### src/rtl/sprite_blitter.sv
// Sprite ROM reader: walks the sprite in raster order and turns every
// opaque, on-screen pixel into a frame-buffer write (we/ready handshake).
//
// Ports:
//   Clk, Reset          clock, asynchronous active-high reset
//   start               blit request, taken only when idle
//   sprite_x, sprite_y  screen position of the sprite's top-left pixel
//   busy, done          busy outside IDLE; done pulses once at the end
//   rom_addr, rom_data  sprite ROM read port (combinational ROM)
//   fb_we, fb_addr,     frame-buffer write request, held until the
//   fb_data, fb_ready   buffer accepts it on an edge with fb_ready=1
module sprite_blitter #(
  parameter int         SPR_W       = 32,
  parameter int         SPR_H       = 51,
  parameter int         SCREEN_W    = 640,
  parameter int         SCREEN_H    = 480,
  parameter logic [2:0] TRANSPARENT = 3'd0
) (
  input  logic        Clk,
  input  logic        Reset,
  input  logic        start,
  input  logic [9:0]  sprite_x,
  input  logic [9:0]  sprite_y,
  output logic        busy,
  output logic        done,
  output logic [18:0] rom_addr,
  input  logic [2:0]  rom_data,
  output logic        fb_we,
  output logic [18:0] fb_addr,
  output logic [2:0]  fb_data,
  input  logic        fb_ready
);

  localparam int CW = $clog2(SPR_W);
  localparam int RW = $clog2(SPR_H);

  typedef enum logic [1:0] {
    IDLE,
    READ,
    WRITE,
    DONE
  } state_t;

  state_t       state_q, state_d;
  logic [CW-1:0] col_q, col_d;
  logic [RW-1:0] row_q, row_d;
  logic [9:0]   x_q, x_d;
  logic [9:0]   y_q, y_d;
  logic [18:0]  rom_addr_q, rom_addr_d;
  logic         we_q, we_d;
  logic [18:0]  fba_q, fba_d;
  logic [2:0]   fbd_q, fbd_d;

  // Screen coordinates carry one extra bit so x+col never wraps.
  logic [10:0]   sx, sy;
  logic          on_screen;
  logic          last_px;
  logic          adv;
  logic          row_end;
  logic [CW-1:0] col_adv;
  logic [RW-1:0] row_adv;
  logic [18:0]   px_addr;

  assign sx = {1'b0, x_q} + 11'(col_q);
  assign sy = {1'b0, y_q} + 11'(row_q);

  assign on_screen = (sx < 11'(SCREEN_W))
                   && (sy < 11'(SCREEN_H));

  assign row_end = (col_q == CW'(SPR_W - 1));
  assign last_px = row_end
                 && (row_q == RW'(SPR_H - 1));

  assign col_adv = row_end ? '0 : col_q + 1'b1;
  assign row_adv = row_end ? row_q + 1'b1 : row_q;

  assign px_addr = 19'(sy) * 19'(SCREEN_W)
                 + 19'(sx);

  always_comb begin
    state_d    = state_q;
    col_d      = col_q;
    row_d      = row_q;
    x_d        = x_q;
    y_d        = y_q;
    rom_addr_d = rom_addr_q;
    we_d       = we_q;
    fba_d      = fba_q;
    fbd_d      = fbd_q;
    adv        = 1'b0;

    unique case (state_q)
      IDLE: begin
        if (start) begin
          x_d        = sprite_x;
          y_d        = sprite_y;
          col_d      = '0;
          row_d      = '0;
          rom_addr_d = '0;
          state_d    = READ;
        end
      end
      READ: begin
        if (rom_data == TRANSPARENT || !on_screen) begin
          adv = 1'b1;
        end else begin
          fbd_d   = rom_data;
          fba_d   = px_addr;
          we_d    = 1'b1;
          state_d = WRITE;
        end
      end
      WRITE: begin
        if (fb_ready) begin
          we_d = 1'b0;
          adv  = 1'b1;
        end
      end
      DONE: begin
        state_d = IDLE;
      end
      default: begin
        state_d = IDLE;
      end
    endcase

    if (adv) begin
      if (last_px) begin
        state_d = DONE;
      end else begin
        col_d      = col_adv;
        row_d      = row_adv;
        rom_addr_d = 19'(row_adv) * 19'(SPR_W)
                   + 19'(col_adv);
        state_d    = READ;
      end
    end
  end

  always_ff @(posedge Clk or posedge Reset) begin
    if (Reset) begin
      state_q    <= IDLE;
      col_q      <= '0;
      row_q      <= '0;
      x_q        <= '0;
      y_q        <= '0;
      rom_addr_q <= '0;
      we_q       <= 1'b0;
      fba_q      <= '0;
      fbd_q      <= '0;
    end else begin
      state_q    <= state_d;
      col_q      <= col_d;
      row_q      <= row_d;
      x_q        <= x_d;
      y_q        <= y_d;
      rom_addr_q <= rom_addr_d;
      we_q       <= we_d;
      fba_q      <= fba_d;
      fbd_q      <= fbd_d;
    end
  end

  assign busy     = (state_q != IDLE);
  assign done     = (state_q == DONE);
  assign rom_addr = rom_addr_q;
  assign fb_we    = we_q;
  assign fb_addr  = fba_q;
  assign fb_data  = fbd_q;

endmodule

### config.mk
export PLATFORM = sky130hd
export DESIGN_NAME = sprite_blitter
export DESIGN_NICKNAME = d
export VERILOG_FILES = /design/src/rtl/sprite_blitter.sv
export SDC_FILE = /design/constraint.sdc
export NUM_CORES = 1
export LEC_CHECK = 0
export BUFFER_PORTS_ARGS = -buffer_cell sky130_fd_sc_hd__buf_2
export CAP_MARGIN = 10
export CORE_ASPECT_RATIO = 1.5
export CORE_MARGIN = 2
export CORE_UTILIZATION = 62
export DETAILED_ROUTE_END_ITERATION = 7
export GPL_ROUTABILITY_DRIVEN = 0
export PLACE_DENSITY = 0.86
export SLEW_MARGIN = 40
export SYNTH_ARGS = -nofsm -noshare
export SYNTH_HDL_FRONTEND = slang
export SYNTH_SLANG_ARGS = --single-unit
### constraint.sdc
create_clock -name Clk -period 7.72 [get_ports Clk]
set_input_delay 1.158 -clock Clk [delete_from_list [all_inputs] [get_ports Clk]]
set_output_delay 1.158 -clock Clk [all_outputs]
set_load 0.005 [all_outputs]
# ---- After elaboration in Yosys (flattened, before gate mapping)
# Index checks and enable logic that the tools add are counted.
dict set report classes {
  mul 1
  n_addsub 6
  n_eq_ne 9
  shift 0
  reduce_logical 13
  n_lt_le_gt_ge 2
  n_mux 25
  div_mod_pow 0
  bitwise_logic 1
}
# operator n
set op_table {}
lappend op_table {{19-bit 2-to-1 mux} 4}
lappend op_table {{6-bit 2-to-1 mux} 5}
lappend op_table {{5-bit 2-to-1 mux} 5}
lappend op_table {{19-bit by 11-bit adder with 19-bit output} 1}
lappend op_table {{11-bit by 5-bit adder with 12-bit output} 1}
lappend op_table {{11-bit by 3-bit multiplier with 12-bit output, second input constant} 1}
lappend op_table {{10-bit by 5-bit adder with 11-bit output} 1}
lappend op_table {{10-bit by 6-bit adder with 11-bit output} 1}
lappend op_table {{11-bit by 10-bit < comparator with 1-bit output, second input constant} 1}
lappend op_table {{11-bit by 9-bit < comparator with 1-bit output, second input constant} 1}
lappend op_table {{2-bit 2-to-1 mux} 4}
lappend op_table {{6-bit by 1-bit adder with 6-bit output, second input constant} 1}
lappend op_table {{6-bit equality test, second input constant} 1}
lappend op_table {{3-bit != test, second input constant} 2}
lappend op_table {{2-bit one-hot mux with 3 select lines} 1}
lappend op_table {{3-bit AND reduction} 2}
lappend op_table {{5-bit by 1-bit adder with 5-bit output, second input constant} 1}
lappend op_table {{5-bit equality test, second input constant} 1}
lappend op_table {{2-bit equality test, second input constant} 2}
lappend op_table {{1-bit 2-to-1 mux} 4}
lappend op_table {{2-bit != test, second input constant} 2}
lappend op_table {{1-bit one-hot mux with 2 select lines} 2}
lappend op_table {{2-bit AND reduction} 2}
lappend op_table {{2-bit nonzero test} 2}
lappend op_table {{other kinds (8)} 9}
dict set report word_totals {
  mem_bits_rw 0
  inputBits 27
  latchBits 0
  elab_cells 66
  n_memories 0
  romBits 0
  regBits 75
  output_inout_bits 44
}

# ---- Depth between registers and ports, before layout
# Gate-level depths: netlist of the first run.
dict set report logic_depth {
  ltp_word 9
  ltp_mapped 17
  mapped_depth_nobuf 17
}

# ---- Least setup slack after synthesis of the first run
# Ideal clock, no wire load.
dict set report synth_path {
  kind {reg2reg}
  startpoint {reg row_q[0]}
  endpoint {reg fba_q[17], in the netlist fb_addr[17]}
  synth_period_minus_slack_ps 3745
  t_required_ps 7587
  arrival_time_ps 3612
  path_buffers 0
  stages_incl_launch_ff 16
  setup_ps 133
  slack_ps 3975
  path_cell_list {dfrtp_1 -> ha_1 -> fa_1 -> a21oi_1 -> o21bai_1 -> xor2_1 -> ha_1 -> fa_1 -> a21o_1 -> a21oi_1 -> o21bai_1 -> a21oi_1 -> xnor2_1 -> nor3b_1 -> xnor2_1 -> o21ai_0}
}
dict set report synth_via {
  elab_chain_len 7
  word_cells_on_any_way 9
  classes_between {add/sub (2); mul (1); order compare (1); bitwise (1); reduce/logical (4)}
}
# item line
set synth_lines {}
lappend synth_lines {{from (decl)} 46} ;# logic [RW-1:0] row_q, row_d;
lappend synth_lines {{from (signal assigned)} 154} ;# row_q <= row_d;
lappend synth_lines {{10-bit by 6-bit adder with 11-bit output (*)} 65} ;# assign sy = {1'b0, y_q} + 11'(row_q);
lappend synth_lines {{parallel branches: the longest is 6 deep, another holds 19-bit by 11-bit adder with 19-bit output} -}
lappend synth_lines {{to (signal assigned)} 149} ;# fba_q <= '0;
lappend synth_lines {{to (signal assigned)} 159} ;# fba_q <= fba_d;
lappend synth_lines {{to (decl)} 51} ;# logic [18:0] fba_q, fba_d;
# Mark *: on every way between the ends.
# A chain may end at the register's enable or synchronous reset.

# ---- Worst setup path after layout of the first run
dict set report layout_path {
  startpoint {reg row_q[0]}
  endpoint {reg fba_q[18], in the netlist fb_addr[18]}
}
# The elaborated chain is that of the path after synthesis.

==> results.cfg, run 1 <==
[final_layout]
area_growth_pct = 13.9
finish.utilization_pct = 72.8
final_area_mm2 = 0.00526
diodes = 0
drive_gt1_share_pct = 27.1
nets = 574
fill_cells = 547

[power]
internal-power_uw = 1440
ir_drop_v = 0.000215
power_density_mw_per_mm2 = 489
power_leakage_uw = 0.00264
p_switching_uw = 1130
p_sw_share_pct = 44.0
clkPwrFrac_pct = 13.3
power_frac_seq_pct = 25.6
comb_power_share_pct = 61.1

[clock_tree]
cts_made_buffers = 9
cts_setup_buffers = 0
cts_tree = yes
cts_root_buf = clkbuf_8
cts_resized = 0
insertion_delay_ns = 0.35
cts_buffer_depth = 2
hold_buffers = 0
h-tree-depth = 3
path_clk_slew_ns = 0.08
cts_sinks = 75

[die]
die_area_mm2 = 0.00817
dieHeight_um = 110
floorplan.rows = 38
start_util_pct = 63.9
core_area_mm2 = 0.00723
die_w_um = 74.5
ios = 71

[sta]
final.setup_skew_ns = 0.00683
finalMaxSlewViolations = 0
setup_viol = 0
timing.hold.ws_ns = 0.475
setup_slack_ns = 3.58
finalSetupTns_ns = 0
hold_viol = 0
min_period_ns = 4.14
fmax_mhz = 241
relSlewSlack_pct = 56.1
worstMarginPinSlew_ns = 0.658
period_share_pct = 53.7
rsz0062_at_grt = no

[placed_design]
io_buffers = 70
dp_slack_ns = 3.64
placedInstanceArea_mm2 = 0.00503
dp_hpwl_mm = 6.96

[worst_setup_path]
r2r_cells = 15
crit_path_start_kind = register
r2r-end = fb_addr[18]
required_ns = 7.94
worstReg2RegStart = row_q[0]
end_kind = register
critPathKind = reg2reg
worst-endpoint-arrival_ns = 4.37
r2r_setup_slack_ns = 3.58
critical_path.max_fanout = 6

[route]
wl_per_cell_um = 15.5
drc = 0
firstDrtPassIters = 4
viasPerCell = 5.74
antenna_left = 0
first_iter_violations = 140
routed_wl_mm = 9.45
vias = 3495

[logic_synthesis]
synth_flop_cell = dfrtp_1
synth-seq-area-share_pct = 40.6
syn_nets = 507
synth_area_mm2 = 0.00462
async_flop_share_pct = 100
yosysUniqueCellTypes = 64
avgSynthCellArea_um2 = 10.5
yosysWarnings = 0
yosys_register_bits = 75
synth-edff-count = 0
synth_cells = 438

[hold_path]
hold_path.startpoint = fb_addr[11]
min_to = fb_addr[11]
worst_hold_path.num_cells = 2
hold_class = reg2reg

[grt]
grt_use_met3_pct = 4.95
overflow = 0
grt_max_degree = 76
grtUsageMet2_pct = 43.2
top_usage_layer = met2
antenna_found_initial = 0
grt_pass1_vias = 3469
use_met1_pct = 30.8
track_usage_pct = 25.3
grt_pass1_wl_mm = 15.8

[flow_run]
drv_cap = 0

[outcome]
status = complete, no violations
-- power by group through the flow --
stage	Sequential, uW	Combinational (uW)	Clock, uW
3_3_place_gp	654	1480	0
5_1_grt	680	1770	366
4_1_cts	658	1580	352
3_5_place_dp	664	1560	0
2_1_floorplan	643	1270	0
6_report	659	1570	343
-- cell type report --
cell class / instances / area [um2] / area share [%]
inverter: 21 / 78.8 / 1.50
timing repair buffer: 73 / 377 / 7.16
clock buffer: 11 / 151 / 2.88
tap: 100 / 125 / 2.38
sequential: 75 / 1880 / 35.7
clock inverter: 4 / 73.8 / 1.40
multi-input combinational: 325 / 2580 / 49.0
-- per-layer routing --
layer / vias up / routed length, um
li1: 1688 / -
met4: 0 / 213
met5: - / 0
met3: 18 / 401
met2: 87 / 5020
met1: 1702 / 3820
-- cell usage after synthesis, types with 2 or more instances --
cell type	instances	area (um2)
mux2i_1	2	20.0
nand2_1	37	139
a21oi_1	16	80.1
nand4_1	4	25.0
o21ai_1	3	15.0
nor3b_1	4	30.0
o2bb2ai_1	3	26.3
o21bai_1	3	22.5
o2111ai_1	2	17.5
a21o_1	9	67.6
xnor2_1	16	140
fa_1	4	80.1
buf_6	3	33.8
nor3_2	2	20.0
inv_1	21	78.8
a211o_1	3	26.3
buf_2	5	25.0
and2_1	3	18.8
nand2b_1	3	18.8
nand3_1	12	60.1
or3b_1	2	17.5
dfrtp_1	75	1880
nor2b_1	5	31.3
a31o_2	3	26.3
o31ai_1	2	15.0
xor2_1	19	166
a211oi_1	3	22.5
o21ai_0	30	150
a22o_1	4	35.0
o211ai_2	2	25.0
clkbuf_1	8	30.0
ha_1	38	475
and3_1	12	75.1
o21a_1	2	15.0
nor3_1	3	15.0
mux2_2	26	293
a221o_1	2	20.0
nor2_1	21	78.8
-- critical path, cell delays in order (launching register included) --
cell and delay, ns:
dfrtp_1 0.46, ha_1 0.26, fa_1 0.41, a21oi_1 0.28, o21bai_1 0.12, xor2_1 0.25, ha_1 0.32, ha_1 0.33
a211oi_1 0.25, nor2_1 0.11, o31ai_1 0.32, o31ai_1 0.20, nor3_1 0.31, nand3_1 0.15, xnor2_1 0.16, o21ai_0 0.08
-- worst max-delay path by stage --
stage,from,endpoint
final,row_q[0],fb_addr[18]
after global routing,row_q[0],fb_addr[18]
after CTS,row_q[0],fb_addr[18]
after detailed placement,row_q[0],fb_addr[17]
after global placement,row_q[0],fb_addr[17]
after floorplan,row_q[0],fb_addr[17]
-- cells by family (layout without fill, tap and decap cells) --
logic type      Yosys count  in the layout  synth area share (%)
mux                      28             28                  6.77
compound gates           98             98                  15.5
xor+xnor                 36             36                  6.99
simple gates            121            121                  14.4
flops                    75             75                  40.6
buf+inv                  38            109                  3.74
fa+ha+maj                42             42                  12.0
-- state kept, by name (all words and copies together) (netlist names) --
name / count
row_q: 6
x_q: 10
fb_we: 1
rom_addr: 19
fb_data: 3
fb_addr: 19
state_q: 2
y_q: 10
col_q: 5
-- per-stage QoR --
stage	total power [uW]	std cells
floorplan	1910	438
global placement	2140	594
detailed placement	2220	594
CTS	2580	609
global route	2820	609
finish	2580	609
-- layout by cell type, fill, tap and decap left out, types with 3 or more instances in the layout --
master      n
buf_2      70
nand3_1    12
inv_1      20
clkbuf_8   11
a22o_1      4
nand2_1    37
a21o_1      9
o21bai_1    3
a211oi_1    3
nor3_1      3
ha_1       38
nor2b_1     5
nand2b_1    3
a31o_2      3
xor2_1     19
mux2_2     26
o2bb2ai_1   3
nor3b_1     4
nor2_1     21
a211o_1     3
and3_1     12
o21ai_0    30
and2_1      3
fa_1        4
xnor2_1    16
o21ai_1     3
a21oi_1    16
dfrtp_1    75
nand4_1     4
Note: power is estimated with default switching activity, not from simulation.
==> run 2, diff against run 1 <==
--- a/config.mk
+++ b/config.mk
@@ -9,10 +9,10 @@
 export CAP_MARGIN = 10
 export CORE_ASPECT_RATIO = 1.5
 export CORE_MARGIN = 2
-export CORE_UTILIZATION = 62
+export CORE_UTILIZATION = 52
 export DETAILED_ROUTE_END_ITERATION = 7
 export GPL_ROUTABILITY_DRIVEN = 0
-export PLACE_DENSITY = 0.86
+export PLACE_DENSITY = 0.77
 export SLEW_MARGIN = 40
 export SYNTH_ARGS = -nofsm -noshare
 export SYNTH_HDL_FRONTEND = slang
==> constraint.sdc (replaced) <==
create_clock -name Clk -period 3.59 [get_ports Clk]
set_input_delay 0.5385 -clock Clk [delete_from_list [all_inputs] [get_ports Clk]]
set_output_delay 0.5385 -clock Clk [all_outputs]
set_load 0.005 [all_outputs]
==> run 2 against run 1 <==
The run now ends with negative setup slack left. Count of clock-buffer cells in the layout stayed put. Cell count grew 7.1%. Critical path type unchanged. Core utilization shrank 7.1 points. Routed wire length increased by 10%.
==> results.cfg, run 2 (synthesis gave the netlist of run 1 again) <==
[final_layout]
mostFrequentLayoutCell = dfrtp_1
regArea_mm2 = 0.00188
nets = 606
diodes = 0
layout_common_cells = dfrtp_1 (75), buf_2 (70), nand2_1 (36)
multi_input_area_mm2 = 0.00272
drive_gt1_share_pct = 35.8
area_growth_pct = 24.2
fill_cells = 687

[sta]
worstMarginPinSlew_ns = 0.637
rsz0062_at_grt = yes
fmax_mhz = 278
setup_viol = 1
finalSetupTns_ns = -0.00163
relSlewSlack_pct = 57.5
hold_viol = 0
final.setup_skew_ns = 0.00880
period_share_pct = 100
finalMaxSlewViolations = 0
setup_slack_ns = -0.00163
min_period_ns = 3.59

[worst_setup_path]
critPathKind = reg2reg
crit_path_start_kind = register
worst-endpoint-arrival_ns = 3.82
critical_path.max_fanout = 3
required_ns = 3.82
end_kind = register

[power]
power_density_mw_per_mm2 = 1140
power_leakage_uw = 0.00284
finalPower_uw = 6540
ir_drop_v = 0.000543

[clock_tree]
cts_sinks = 75
cts_tree = yes
h-tree-depth = 3
path_clk_slew_ns = 0.06
cts_made_buffers = 9
cts_buffer_depth = 2
insertion_delay_ns = 0.35
hold_buffers = 0
cts_root_buf = clkbuf_16

[route]
drc = 0
first_iter_violations = 145
antenna_left = 0
viasPerCell = 5.67
routed_wl_mm = 10.4
wl_per_cell_um = 16.0
vias = 3695
firstDrtPassIters = 4

[hold_path]
hold_class = in2async

[grt]
antenna_found_initial = 0
track_usage_pct = 21.8
grt_max_degree = 76
grt_pass1_wl_mm = 16.4
overflow = 0
grt_pass1_vias = 3691

[outcome]
violations = negative setup slack
status = finished with violations

[die]
dieHeight_um = 119
start_util_pct = 53.0
ios = 71
floorplan.rows = 42
die_area_mm2 = 0.00967
die_w_um = 81.0
core_area_mm2 = 0.00872

[flow_run]
drv_cap = 0

[placed_design]
dp_hpwl_mm = 7.42
io_buffers = 70
==> run 2: changes by cell type in the layout (fill, tap and decap cells not counted), moves of 3 or more <==
cell | before | now
clkbuf_8 | 11 | 1
ha_1 | 38 | 29
clkbuf_16 | 0 | 9
a21oi_1 | 16 | 12
buf_4 | 2 | 34
o21ai_0 | 30 | 27
fa_1 | 4 | 1
a21oi_2 | 0 | 4
ha_4 | 0 | 6
o21ai_1 | 3 | 6
ha_2 | 0 | 3
fa_2 | 0 | 3
==> run 2: worst max-delay path, cell delays in order, from the launching register on <==
cell      delay [ns]
dfrtp_1         0.38
ha_2            0.22
fa_2            0.39
a21oi_2         0.16
o21bai_1        0.09
xor2_1          0.16
ha_1            0.38
fa_2            0.38
a21o_1          0.19
a21oi_2         0.19
o21bai_1        0.13
a21oi_2         0.23
xnor2_2         0.16
nor3b_4         0.22
xnor2_1         0.14
o21ai_1         0.07
==> run 2: through the flow <==
stage	cells	hold slack (ns)	cell area [um2]	setup WS, ns	utilization, %
after floorplan	438	0.473	4640	0.0300	-
final	652	0.362	5740	-0.00163	65.8
after CTS	645	0.386	5570	0.00487	63.8
after global routing	652	0.422	5740	-0.164	65.8
after global placement	627	0.458	5230	0.0281	59.9
after detailed placement	627	0.468	5230	-0.120	59.9
==> run 2: area by class of cell <==
cell class / count / share of cell area, %
inverter: 21 / 1.37
multi-input combinational: 325 / 47.5
timing repair buffer: 105 / 10.8
tap: 110 / 2.40
clock buffer: 11 / 4.23
sequential: 75 / 32.7
clock inverter: 5 / 1.07
==> run 2: metal layers <==
metal | vias up | GRT usage (%) | wire length, um
met4 | 0 | 8.90 | 224
met5 | - | 0 | 0
met3 | 18 | 4.02 | 358
met1 | 1842 | 24.5 | 4100
li1 | 1766 | - | -
met2 | 69 | 39.2 | 5720
==> run 2: worst paths after layout <==
check | startpoint | to | slack (ns) | cells after the start
worst max-delay path | row_q[0] | fb_addr[17] | -0.002 | 15
worst min-delay path | Reset | rom_addr[17] | 0.36 | 3
worst max register to register | row_q[0] | fb_addr[17] | -0.002 | 15
worst min register to register | fb_addr[15] | fb_addr[15] | 0.47 | 2
max in group asynchronous | Reset | fb_addr[12] | 2.80 | 3
min in group Clk | sprite_y[9] | y_q[9] | 0.42 | 2
==> run 2: what timing repair did <==
item,in CTS,in global routing
pin swaps,3,24
gates resized for setup,3,20
endpoints found under the setup margin,3,4
buffers inserted,2,7
==> run 2: report_power, final <==
part / switching (uW) / internal [uW] / total (uW)
sequential: 252 / 1170 / 1420
clock: 349 / 560 / 909
combinational: 2190 / 2020 / 4210
